$ cat src/rtl/fl_ticket_distributor.sv
// FrameLink round-robin distributor: deals whole frames to OUTPUT_COUNT
// streams and stamps each frame with a sequence ticket for reordering.
module fl_ticket_distributor #(
    parameter int DATA_WIDTH    = 16,
    parameter int OUTPUT_COUNT  = 4,
    parameter int PARTS         = 3,
    parameter int TICKET_PART   = 0,
    parameter int TICKET_OFFSET = 2,
    parameter int TICKET_SIZE   = 2,
    localparam int REMW = $clog2(DATA_WIDTH / 8)
) (
    input  logic                             CLK,
    input  logic                             RESET,

    input  logic [DATA_WIDTH-1:0]            RX_DATA,
    input  logic [REMW-1:0]                  RX_REM,
    input  logic                             RX_SOF_N,
    input  logic                             RX_EOF_N,
    input  logic                             RX_SOP_N,
    input  logic                             RX_EOP_N,
    input  logic                             RX_SRC_RDY_N,
    output logic                             RX_DST_RDY_N,

    output logic [OUTPUT_COUNT*DATA_WIDTH-1:0] TX_DATA,
    output logic [OUTPUT_COUNT*REMW-1:0]     TX_REM,
    output logic [OUTPUT_COUNT-1:0]          TX_SOF_N,
    output logic [OUTPUT_COUNT-1:0]          TX_EOF_N,
    output logic [OUTPUT_COUNT-1:0]          TX_SOP_N,
    output logic [OUTPUT_COUNT-1:0]          TX_EOP_N,
    output logic [OUTPUT_COUNT-1:0]          TX_SRC_RDY_N,
    input  logic [OUTPUT_COUNT-1:0]          TX_DST_RDY_N
);

    localparam int BYTES = DATA_WIDTH / 8;
    localparam int W     = TICKET_OFFSET / BYTES;
    localparam int L     = TICKET_OFFSET % BYTES;
    localparam int SELW  = $clog2(OUTPUT_COUNT);
    localparam int TW    = TICKET_SIZE * 8;
    localparam int PCW   = $clog2(PARTS + 1);
    localparam int WCW   = $clog2(W + 2);

    localparam logic [PCW-1:0]  T_PART   = PCW'(TICKET_PART);
    localparam logic [PCW-1:0]  P_MAX    = PCW'(PARTS);
    localparam logic [WCW-1:0]  T_WORD   = WCW'(W);
    localparam logic [WCW-1:0]  W_MAX    = WCW'(W + 1);
    localparam logic [SELW-1:0] SEL_LAST = SELW'(OUTPUT_COUNT - 1);

    typedef enum logic {
        IDLE,
        IN_FRAME
    } state_t;

    state_t          state;
    logic [SELW-1:0] in_sel;
    logic [TW-1:0]   ticket;
    logic [PCW-1:0]  part_cnt;
    logic [WCW-1:0]  word_cnt;

    logic                  valid;
    logic [SELW-1:0]       r_dest;
    logic [DATA_WIDTH-1:0] r_data;
    logic [REMW-1:0]       r_rem;
    logic                  r_sof_n;
    logic                  r_eof_n;
    logic                  r_sop_n;
    logic                  r_eop_n;

    logic                  drain;
    logic                  rx_rdy;
    logic                  rx_xfer;
    logic [PCW-1:0]        cur_part;
    logic [WCW-1:0]        cur_word;
    logic                  hit;
    logic [DATA_WIDTH-1:0] mod_data;

    // SOF/SOP restart the position counters for the word being presented
    always_comb begin
        cur_part = RX_SOF_N ? part_cnt : '0;
        cur_word = RX_SOP_N ? word_cnt : '0;
        hit      = (cur_part == T_PART) && (cur_word == T_WORD);
        mod_data = RX_DATA;
        if (hit) begin
            for (int b = 0; b < TICKET_SIZE; b++) begin
                mod_data[(L + b) * 8 +: 8] = ticket[b * 8 +: 8];
            end
        end
    end

    assign drain        = valid && !TX_DST_RDY_N[r_dest];
    assign rx_rdy       = !RESET && (!valid || drain);
    assign RX_DST_RDY_N = !rx_rdy;
    assign rx_xfer      = rx_rdy && !RX_SRC_RDY_N;

    always_ff @(posedge CLK) begin
        if (RESET) begin
            state    <= IDLE;
            in_sel   <= '0;
            ticket   <= '0;
            part_cnt <= '0;
            word_cnt <= '0;
        end else if (rx_xfer) begin
            if (!RX_EOF_N) begin
                in_sel <= (in_sel == SEL_LAST) ? '0 : in_sel + 1'b1;
                ticket <= ticket + 1'b1;
            end
            unique case (state)
                IDLE:
                    if (!RX_SOF_N && RX_EOF_N) state <= IN_FRAME;
                IN_FRAME:
                    if (!RX_EOF_N) state <= IDLE;
                default:
                    state <= IDLE;
            endcase
            // counters saturate; only positions up to the ticket matter
            if (!RX_EOP_N) begin
                part_cnt <= (cur_part == P_MAX) ? P_MAX : cur_part + 1'b1;
            end else begin
                part_cnt <= cur_part;
            end
            word_cnt <= (cur_word == W_MAX) ? W_MAX : cur_word + 1'b1;
        end
    end

    always_ff @(posedge CLK) begin
        if (RESET) begin
            valid   <= 1'b0;
            r_dest  <= '0;
            r_data  <= '0;
            r_rem   <= '0;
            r_sof_n <= 1'b1;
            r_eof_n <= 1'b1;
            r_sop_n <= 1'b1;
            r_eop_n <= 1'b1;
        end else if (rx_xfer) begin
            valid   <= 1'b1;
            r_dest  <= in_sel;
            r_data  <= mod_data;
            r_rem   <= RX_REM;
            r_sof_n <= RX_SOF_N;
            r_eof_n <= RX_EOF_N;
            r_sop_n <= RX_SOP_N;
            r_eop_n <= RX_EOP_N;
        end else if (drain) begin
            valid <= 1'b0;
        end
    end

    always_comb begin
        TX_SRC_RDY_N = '1;
        for (int i = 0; i < OUTPUT_COUNT; i++) begin
            TX_SRC_RDY_N[i] = !(valid && (r_dest == SELW'(i)));
        end
    end

    assign TX_DATA  = {OUTPUT_COUNT{r_data}};
    assign TX_REM   = {OUTPUT_COUNT{r_rem}};
    assign TX_SOF_N = {OUTPUT_COUNT{r_sof_n}};
    assign TX_EOF_N = {OUTPUT_COUNT{r_eof_n}};
    assign TX_SOP_N = {OUTPUT_COUNT{r_sop_n}};
    assign TX_EOP_N = {OUTPUT_COUNT{r_eop_n}};

endmodule

$ cat config.mk
export PLATFORM = sky130hd
export DESIGN_NAME = fl_ticket_distributor
export DESIGN_NICKNAME = d
export VERILOG_FILES = /design/src/rtl/fl_ticket_distributor.sv
export SDC_FILE = /design/constraint.sdc
export NUM_CORES = 1
export LEC_CHECK = 0
export ABC_AREA = 1
export CAP_MARGIN = 20
export CORE_MARGIN = 1.5
export CORE_UTILIZATION = 39
export DETAILED_ROUTE_END_ITERATION = 12
export PLACE_DENSITY = 0.77
export SLEW_MARGIN = 10
export SYNTH_ARGS = -nofsm -noshare
export SYNTH_HDL_FRONTEND = slang
export SYNTH_SLANG_ARGS = --single-unit
$ cat constraint.sdc
create_clock -name CLK -period 1.4 [get_ports CLK]
set_input_delay 0.28 -clock CLK [delete_from_list [all_inputs] [get_ports CLK]]
set_output_delay 0.28 -clock CLK [all_outputs]
set_load 0.02 [all_outputs]
* After elaboration in Yosys (flattened, before gate mapping) *
Index checks and enable logic that the tools add are counted.
W data, S select, Z words.

cells by class
  add/subtract/negate cells = 4
  magnitude comparators = 1
  eq/ne operators = 7
  muxes and demuxes = 11
  bitwise logic cells = 1
  reductions and logical operators = 22

operator list
  cell                     count
  $add A16 B1 Y16 const B  1
  $mux W16                 1
  $mux W2                  6
  $eq A2 B2 Y1 const B     5
  $logic_not A1 Y1         9
  $logic_and A1 B1 Y1      8
  $add A2 B1 Y2 const B    3
  $eq A2 B1 Y1 const B     2
  $logic_not A2 Y1         2
  $lt A2 B3 Y1 const B     1
  $mux W1                  3
  $bmux W1 S2              1
  $reduce_and A2 Y1        1
  $reduce_bool A2 Y1       1
  $logic_or A1 B1 Y1       1
  $not A1 Y1               1

storage, ports and cells
  flip-flop bits (word level) = 46
  input bits = 28
  logic and storage cells = 58

* Logic depth before layout (Yosys ltp) *
Gate-level depths: netlist of run 1.

  depth in word-level cells = 8
  mapped depth = 11
  gate-level depth less buffers = 10

* Least setup slack after synthesis of run 1 *
No wires, ideal clock.

  kind = reg2reg
  start = register ticket[0]
  end = register ticket[10]
  data arrival time = 1.313 ns
  slack = -0.024 ns
  cell stages (with the launch flop) = 9
  path buffers = 0
  clock period less this slack = 1.424 ns
  cells stage by stage = dfxtp_1 -> ha_1 -> nand2_1 -> nor3_1 -> nand3_1 -> o21ai_0 -> nand2_1 -> nor2_1 -> nor2_1

on the way
  longest elaborated chain between the ends = 1

ends and longest elaborated chain
  element                   RTL line  source
  start: declaration        55        logic [TW-1:0] ticket;
  start signal: assignment  104       ticket <= ticket + 1'b1;
  $add A16 B1 Y16           104

Every way passes these cells.
A chain may end at the register's enable or synchronous reset.

* Worst setup path after layout of run 1 *
  start = register r_dest[0]
  end = register ticket[0]

on the way
  longest elaborated chain between the ends = 8

ends and longest elaborated chain
  element                        RTL line  source
  start: declaration             60        logic [SELW-1:0] r_dest;
  start signal: assignment       136       r_dest <= in_sel;
  $bmux W1 S2                    89        assign drain = valid && !TX_DST_RDY_N[r_dest];
  $mux W1 (not written as such)  89
  $logic_not A1 Y1               89
  $logic_and A1 B1 Y1            89
  $logic_or A1 B1 Y1             90        assign rx_rdy = !RESET && (!valid || drain);
  $logic_and A1 B1 Y1            90
  $logic_and A1 B1 Y1            92        assign rx_xfer = rx_rdy && !RX_SRC_RDY_N;
  $reduce_and A2 Y1 (no line)    n/a

Every way passes these cells. The select of a mux whose other input is x is not followed.

==> qor.log, run 1 <==
qor: critical_path.timing.reg2reg.setup_slack -0.22 ns
qor: clocking.clock_latency_on_the_worst_skew_pair 0.30 ns
qor: timing.fin_crit_sh 115%
qor: logic_synthesis.yosysMostFrequentCell sky130_fd_sc_hd__nand2_1
qor: outcome.failing_checks setup timing
qor: placement.place.port_buffers 116
qor: drt.route.detailed.wl_per_inst 13.9 um
qor: logic_synthesis.synthesis.area_per_instance 6.81 um2
qor: critical_path.crit_family simple AND/OR/NAND/NOR gates
qor: final_layout.filler_cells 607
qor: logic_synthesis.synthDistinctLibCells 24
qor: drt.detail-route-antenna-nets 0
qor: critical_path.regToRegEndpoint ticket[0]$_SDFFE_PP0P_
qor: clocking.numCtsBuffers 5
qor: critical_path.setup.worst_path.start r_dest[0]$_SDFFE_PP0P_
qor: floorplanning.floorplan.initialDensity 41.2%
qor: timing.relSlewSlack 77.9%
qor: critical_path.cp_slowest_stage_delay 0.38 ns
qor: critical_path.crit_slowest_cell sky130_fd_sc_hd__dfxtp_4
qor: placement.finalWeightedCongestion 0.795
qor: logic_synthesis.post_synth_and_or_nand_nor_area_fraction 27.1%
qor: timing.post-route-worst-setup-slack -0.215 ns
qor: logic_synthesis.synth_edf_count 0
qor: floorplanning.core_area 6910 um2
qor: floorplanning.io-pin-count 117
qor: placement.placed_area 3750 um2
qor: timing.timing_worst_slew_pin_value 0.328 ns
qor: logic_synthesis.synth.area.top_cells sky130_fd_sc_hd__dfxtp_1, sky130_fd_sc_hd__buf_4, sky130_fd_sc_hd__nand2_1
qor: timing.timing.final.hold_violations 0
qor: logic_synthesis.synth-main-ff-cell sky130_fd_sc_hd__dfxtp_1
qor: clocking.ctsHtreeMaxLevel 2
qor: drt.drcViolationCount 0
qor: timing.fmaxAchievable 619 MHz
qor: floorplanning.std_cell_rows 30
qor: timing.rsz0062_at_grt true
qor: logic_synthesis.post-synth-top-area-fraction 32.4%
qor: critical_path.type_of_the_setup_path_with_the_least_slack flop to flop
qor: global_routing.grt_max_degree 32
qor: final_layout.flow.area_growth_from_synthesis 49.5%
qor: global_routing.grt_pass1_vias 2622
qor: final_layout.final_net_count 531
qor: critical_path.critPathArrivalTime 1.81 ns
qor: final_layout.finish.utilization 61.6%
qor: critical_path.worstPathCellList inv_4, nand2_2, nand2_2, nand2_2, nand2_4, nand2_4, buf_6, buf_4, nand4_4, buf_12, o21ai_1, nor2_1
qor: critical_path.crit_fanout 31
qor: pwr.vdd_ir_drop_max 0.000337 V
qor: global_routing.grt_antenna_before_repair 0
qor: timing.clock_skew 0.00226 ns
qor: clocking.max_buffers_root_to_sink 2
qor: critical_path.end_kind flop
qor: pwr.power.density 787 nW/um2
qor: clocking.cts_hold_buf 0
qor: critical_path.path_depth 12
qor: floorplanning.die_area 7820 um2
qor: drt.route.final.wire_length 8270 um
qor: clocking.cts_tree done
qor: global_routing.grt_first_pass_wirelength 12800 um
qor: drt.drt-pass1-iter-count 4
qor: floorplanning.die_width 88.4 um
qor: logic_synthesis.yosys_register_bits 46
qor: min_path.worst_hold_path_type primary input to flop
qor: logic_synthesis.yosys.area.top_type sky130_fd_sc_hd__dfxtp_1
qor: logic_synthesis.synth-warning-count 0
qor: placement.place_worst_setup_slack -0.627 ns
qor: floorplanning.fp.dieH 88.4 um
qor: critical_path.r2r_start r_dest[0]$_SDFFE_PP0P_
qor: timing.min_period 1.62 ns
qor: logic_synthesis.ys_async_sr_fraction 0%
qor: logic_synthesis.mapped_area 2850 um2
qor: drt.routed-via-count 2802
qor: critical_path.rr_worst_depth 12
qor: logic_synthesis.netlist_instances 418
qor: timing.setup_total_negative_slack -6.35 ns
qor: final_layout.finish.instance_area 4250 um2
qor: logic_synthesis.synth_adder_area_share 1.76%
qor: critical_path.end_point_of_the_critical_path ticket[0]$_SDFFE_PP0P_
qor: logic_synthesis.compound_gate_fraction_of_synth_area 9.49%
qor: global_routing.grt_overflow 0
qor: logic_synthesis.largest_family_of_logic_cells_by_synthesized_area simple AND/OR/NAND/NOR gates
qor: critical_path.crit_required 1.59 ns
qor: timing.worst_hold_slack 0.398 ns
qor: logic_synthesis.syn_nets 450
qor: outcome.run_status finished, violations left
qor: logic_synthesis.ys_seq_area_share 32.4%
qor: clocking.clock_tree.root_cell sky130_fd_sc_hd__clkbuf_8
qor: drt.initialDrtViolationCount 161
qor: global_routing.gr-usage-all-layers 21.1%
qor: timing.finalMaxSlewViolations 0
qor: logic_synthesis.yosys-mux-area-fraction 0.396%
qor: min_path.min-delay-start RX_SOP_N
qor: critical_path.timing.critical_path.from_type flop
qor: pwr.power.static_leakage 0.00214 uW
qor: final_layout.antenna-diode-count 0
qor: logic_synthesis.yosys-top-cells-count sky130_fd_sc_hd__nand2_1, sky130_fd_sc_hd__buf_4, sky130_fd_sc_hd__dfxtp_1
qor: drt.avgViaCountPerCell 4.71
qor: timing.setup-violations-final 48
qor: critical_path.cp_num_buf_inv 4
qor: clocking.clk_pin_slew_worst_paths 0.08 ns
qor: placement.dp_hpwl 5200 um
qor: final_layout.final_layout_size_suffix_gt1_share 26.1%
qor: critical_path.crit_path_frequent_cell sky130_fd_sc_hd__nand2_2
qor: logic_synthesis.post_synth_xor_area_fraction 3.08%
qor: job.drv.max_cap_violation_count 0
qor: clocking.number_of_sinks_handled_by_clock_tree_synthesis 46
layout by cell type, fill, tap and decap left out, types with 2 or more instances in the layout:
master                            netlist  layout
sky130_fd_sc_hd__buf_16                 0       3
sky130_fd_sc_hd__o21ai_1                5      13
sky130_fd_sc_hd__nand4_1                3       3
sky130_fd_sc_hd__clkbuf_1               6       2
sky130_fd_sc_hd__o21ai_2                0       7
sky130_fd_sc_hd__a21oi_1               22      13
sky130_fd_sc_hd__ha_1                   4       3
sky130_fd_sc_hd__nor2_1                42      40
sky130_fd_sc_hd__dlygate4sd2_1          0      72
sky130_fd_sc_hd__buf_12                 0       7
sky130_fd_sc_hd__buf_6                  4       9
sky130_fd_sc_hd__inv_2                  2       2
sky130_fd_sc_hd__nand2_1              115      88
sky130_fd_sc_hd__dlymetal6s2s_1         0       2
sky130_fd_sc_hd__nor3_1                 5       4
sky130_fd_sc_hd__a21oi_2                0       9
sky130_fd_sc_hd__nand2_2                1      14
sky130_fd_sc_hd__dfxtp_2                0       4
sky130_fd_sc_hd__buf_4                 68      22
sky130_fd_sc_hd__xor2_1                10      10
sky130_fd_sc_hd__dfxtp_1               46      41
sky130_fd_sc_hd__nand2_4                1      15
sky130_fd_sc_hd__clkbuf_2               0      14
sky130_fd_sc_hd__o21ai_0               27      12
sky130_fd_sc_hd__clkdlybuf4s50_1        0      22
sky130_fd_sc_hd__inv_1                 31      29
sky130_fd_sc_hd__nand3_4                1       2
sky130_fd_sc_hd__nand3_2                0       2
sky130_fd_sc_hd__nand3_1               15      12
sky130_fd_sc_hd__clkbuf_8               0       5
area by class of cell:
class	instances	area (um2)	share of cell area [%]
Clock buffer	7	76.3	1.79
Inverter	34	156	3.68
Multi-Input combinational cell	254	1440	33.8
Sequential cell	46	930	21.9
Tap cell	96	120	2.82
Timing Repair Buffer	155	1500	35.2
Timing Repair inverter	3	36.3	0.853
logic make-up after synthesis:
group | Yosys count
DFF | 46
and+or+nand+nor | 185
buffers and inverters | 118
adders and majority gates | 4
AOI/OAI and AO/OA | 54
muxes | 1
xor gates and xnor gates | 10
per-stage QoR:
step | std cells | total power (uW)
after global placement | 571 | 2410
after detailed placement | 571 | 2430
after global routing | 595 | 3500
after floorplan | 418 | 2110
after CTS | 594 | 3310
final | 595 | 3350
state kept, by name, indices dropped and copies added (netlist names):
signal	count
in_sel	2
part_cnt	2
r_dest	2
r_data	16
valid	1
r_eof_n	1
word_cnt	2
r_eop_n	1
r_sop_n	1
r_rem	1
r_sof_n	1
ticket	16
routing by layer:
| metal | share of wire, % | global-route usage, % |
|---|---|---|
| met4 | 1.2 | 6.53 |
| met3 | 6.6 | 4.01 |
| met2 | 52 | 37.8 |
| met1 | 40 | 25.4 |
| met5 | 0 | 0 |
power breakdown:
| group | switching (uW) | internal [uW] | total [uW] |
|---|---|---|---|
| Clock | 438 | 345 | 783 |
| Sequential | 78.6 | 1380 | 1460 |
| Combinational | 608 | 493 | 1100 |
| Total | 1130 | 2220 | 3350 |
worst min path at each step:
stage | to | slack [ns] | cells after the start
5_1_grt | r_sop_n$_SDFFE_PP1P_ | 0.43 | 3
6_report | r_sop_n$_SDFFE_PP1P_ | 0.40 | 3
3_5_place_dp | word_cnt[1]$_SDFFE_PP0P_ | 0.46 | 2
3_3_place_gp | word_cnt[1]$_SDFFE_PP0P_ | 0.45 | 2
4_1_cts | r_sop_n$_SDFFE_PP1P_ | 0.38 | 3
2_1_floorplan | valid$_SDFFE_PP0P_ | 0.38 | 1
repair_timing:
item	CTS	global route
resized for setup	194	64
endpoints found under the setup margin	134	49
setup buffers	8	2
pin swaps	21	9
cloned	8	0
worst min-delay path: cells and delay by family:
kind | cells | cell delay [ns]
buffers and inverters | 2 | 0.32
AOI/OAI and AO/OA | 1 | 0.08
Power figures use the tool's default switching activity.
==> inputs of run 2 (changes only) <==
Settings changed: CELL_PAD_IN_SITES_DETAIL_PLACEMENT set to 0, CELL_PAD_IN_SITES_GLOBAL_PLACEMENT set to 1, CORE_UTILIZATION 39 to 27, PLACE_DENSITY 0.77 to unset, PLACE_DENSITY_LB_ADDON set to 0.1.
==> run 2 against run 1 <==
The flow still finishes with violations (setup timing). Global-route usage fell by 6.8 points. Non-clock buffer count increased by 6. Clock skew increased by 0.0096 ns. Via count decreased by 4.4%. Clock-buffer cell count stayed put. Core utilization decreased by 21 points. Hold slack got worse by 0.0064 ns.
==> qor.log, run 2 (synthesis results as in run 1) <==
qor: outcome.run_status finished, violations left [unchanged]
qor: outcome.failing_checks setup timing [unchanged]
qor: pwr.power.density 799 nW/um2 [was 787 nW/um2]
qor: timing.finalMaxSlewViolations 0 [unchanged]
qor: placement.place_worst_setup_slack -0.581 ns [was -0.627 ns]
qor: critical_path.critPathArrivalTime 1.75 ns [was 1.81 ns]
qor: floorplanning.floorplan.initialDensity 27.7% [was 41.2%]
qor: global_routing.gr-usage-all-layers 14.3% [was 21.1%]
qor: drt.initialDrtViolationCount 93 [was 161]
qor: final_layout.antenna-diode-count 0 [unchanged]
qor: timing.clock_skew 0.0118 ns [was 0.00226 ns]
qor: clocking.ctsHtreeMaxLevel 2 [unchanged]
qor: clocking.number_of_sinks_handled_by_clock_tree_synthesis 46 [unchanged]
qor: drt.route.final.wire_length 7930 um [was 8270 um]
qor: timing.post-route-worst-setup-slack -0.151 ns [was -0.215 ns]
qor: global_routing.grt_antenna_before_repair 0 [unchanged]
qor: final_layout.filler_cells 1137 [was 607]
qor: pwr.power_frac_comb 30.3% [was 32.9%]
qor: floorplanning.fp.dieH 106 um [was 88.4 um]
qor: floorplanning.io-pin-count 117 [unchanged]
qor: final_layout.flow.area_growth_from_synthesis 47.6% [was 49.5%]
qor: floorplanning.core_area 10300 um2 [was 6910 um2]
qor: timing.timing_worst_slew_pin_value 0.322 ns [was 0.328 ns]
qor: clocking.numCtsBuffers 5 [unchanged]
qor: drt.drcViolationCount 0 [unchanged]
qor: pwr.pwr-share-clk 26.1% [was 23.4%]
qor: pwr.power.switching 1100 uW [was 1130 uW]
qor: drt.route.detailed.wl_per_inst 12.4 um [was 13.9 um]
qor: final_layout.mostFrequentLayoutCells sky130_fd_sc_hd__nand2_1, sky130_fd_sc_hd__dlygate4sd2_1, sky130_fd_sc_hd__dfxtp_1, sky130_fd_sc_hd__nor2_1, sky130_fd_sc_hd__inv_1 [unchanged]
qor: critical_path.timing.critical_path.from_type flop [unchanged]
qor: critical_path.rr_worst_depth 12 [unchanged]
qor: timing.relSlewSlack 78.5% [was 77.9%]
qor: clocking.cts_tree done [unchanged]
qor: pwr.vdd_ir_drop_max 0.000390 V [was 0.000337 V]
qor: final_layout.final_layout_size_suffix_gt1_share 27.2% [was 26.1%]
qor: placement.dp_hpwl 5470 um [was 5200 um]
qor: final_layout.final_net_count 534 [was 531]
qor: timing.timing.final.hold_violations 0 [unchanged]
qor: final_layout.layout.cells.most_common sky130_fd_sc_hd__nand2_1 [unchanged]
qor: floorplanning.std_cell_rows 37 [was 30]
qor: critical_path.crit_required 1.60 ns [was 1.59 ns]
qor: clocking.max_buffers_root_to_sink 2 [unchanged]
qor: timing.rsz0062_at_grt true [unchanged]
qor: pwr.sw_frac_of_total 32.9% [was 33.6%]
qor: critical_path.crit_fanout 15 [was 31]
qor: clocking.clk_pin_slew_worst_paths 0.09 ns [was 0.08 ns]
qor: timing.fin_crit_sh 111% [was 115%]
qor: pwr.power.static_leakage 0.00202 uW [was 0.00214 uW]
qor: final_layout.top_flop_regs r_data: 16 flops, ticket: 16 flops [unchanged]
qor: drt.drt-pass1-iter-count 4 [unchanged]
qor: clocking.clock_latency_on_the_worst_skew_pair 0.30 ns [about the same]
qor: placement.finalWeightedCongestion 0.754 [was 0.795]
qor: floorplanning.die_width 106 um [was 88.4 um]
qor: pwr.power_frac_seq 43.6% [was 43.7%]
qor: min_path.worst_hold_path_type primary input to flop [unchanged]
qor: timing.min_period 1.55 ns [was 1.62 ns]
qor: pwr.fin_total_pwr 3360 uW [was 3350 uW]
qor: critical_path.type_of_the_setup_path_with_the_least_slack flop to flop [unchanged]
qor: clocking.cts_hold_buf 0 [unchanged]
qor: timing.fmaxAchievable 645 MHz [was 619 MHz]
qor: job.drv.max_cap_violation_count 0 [unchanged]
qor: drt.detail-route-antenna-nets 0 [unchanged]
qor: placement.place.port_buffers 116 [unchanged]
qor: drt.avgViaCountPerCell 4.19 [was 4.71]
qor: pwr.internal_power 2250 uW [was 2220 uW]
qor: clocking.clock_tree.root_cell sky130_fd_sc_hd__clkbuf_8 [unchanged]
qor: critical_path.end_kind flop [unchanged]
qor: global_routing.grt_first_pass_wirelength 12700 um [was 12800 um]
qor: min_path.worst_hold_path.num_cells 3 [unchanged]
qor: floorplanning.die_area 11200 um2 [was 7820 um2]
qor: drt.routed-via-count 2679 [was 2802]
qor: timing.setup-violations-final 48 [unchanged]
qor: global_routing.grt_max_degree 31 [was 32]
qor: global_routing.grt_overflow 0 [unchanged]
qor: global_routing.grt_pass1_vias 2462 [was 2622]
qor: critical_path.timing.reg2reg.setup_slack -0.15 ns [was -0.22 ns]
[run 2: cell types whose count changed in the layout (fill, tap and decap cells not counted), sizes merged]
cell and change:
inv -1, clkinv -1, clkdlybuf4s15 +11, clkdlybuf4s50 +3, bufbuf -1, dlymetal6s2s -2
clkbuf +8, buf +6, dlygate4sd2 -19
[run 2: final timing paths]
check                           start                  endpoint
max            r_dest[0]$_SDFFE_PP0P_    ticket[3]$_SDFFE_PP0P_
max reg2reg    r_dest[0]$_SDFFE_PP0P_    ticket[3]$_SDFFE_PP0P_
min                          RX_SOP_N      r_sop_n$_SDFFE_PP1P_
min reg2reg  part_cnt[0]$_SDFFE_PP0P_  part_cnt[0]$_SDFFE_PP0P_
[run 2: routing by layer]
| layer | up-vias | track usage, % | share of wire, % |
|---|---|---|---|
| met4 | 0 | 3.19 | 0.77 |
| li1 | 1402 | - | - |
| met1 | 1208 | 18.8 | 48 |
| met5 | - | 0 | 0 |
| met3 | 4 | 2.66 | 3.9 |
| met2 | 65 | 24.1 | 47 |
[run 2: what timing repair did]
action	in CTS	in global routing
pin swaps	30	7
gates cloned	3	1
buffers inserted	10	1
resized for setup	178	75
endpoints found under the setup margin	134	76
[run 2: area by class of cell]
class | instances | area [um2] | area share (%)
Multi-Input combinational cell | 254 | 1370 | 32.5
Inverter | 34 | 134 | 3.19
Tap cell | 136 | 170 | 4.05
Sequential cell | 46 | 930 | 22.1
Clock inverter | 1 | 5.00 | 0.119
Clock buffer | 7 | 86.3 | 2.06
Timing Repair Buffer | 161 | 1510 | 35.9
[run 2: worst max-delay path, stage by stage, from the launching register on]
cell and delay (ns):
sky130_fd_sc_hd__dfxtp_2 0.37, sky130_fd_sc_hd__inv_2 0.05, sky130_fd_sc_hd__nand2_1 0.06, sky130_fd_sc_hd__nand2_1 0.05, sky130_fd_sc_hd__nand2_1 0.07, sky130_fd_sc_hd__nand2_2 0.07, sky130_fd_sc_hd__nand2_4 0.06, sky130_fd_sc_hd__buf_6 0.11
sky130_fd_sc_hd__buf_6 0.09, sky130_fd_sc_hd__nand4_4 0.12, sky130_fd_sc_hd__clkbuf_16 0.22, sky130_fd_sc_hd__o21ai_1 0.12, sky130_fd_sc_hd__nor2_1 0.05
[run 2: through the flow]
step | area (um2) | utilization (%) | hold slack [ns] | cells | setup TNS (ns)
after floorplan | 2850 | - | 0.376 | 418 | 0
after global placement | 3870 | 37.7 | 0.457 | 617 | -20.96
after detailed placement | 3870 | 37.7 | 0.459 | 617 | -20.60
after CTS | 4170 | 40.6 | 0.384 | 637 | -4.10
after global routing | 4200 | 40.9 | 0.384 | 639 | -10.22
final | 4200 | 40.9 | 0.391 | 639 | -5.07
[run 2: power by group through the flow]
stage	Combinational, uW	Clock [uW]	Sequential, uW
after floorplan	610	0	1500
after global placement	976	0	1480
after detailed placement	976	0	1490
after CTS	1010	914	1460
after global routing	1110	965	1480
final	1020	877	1460
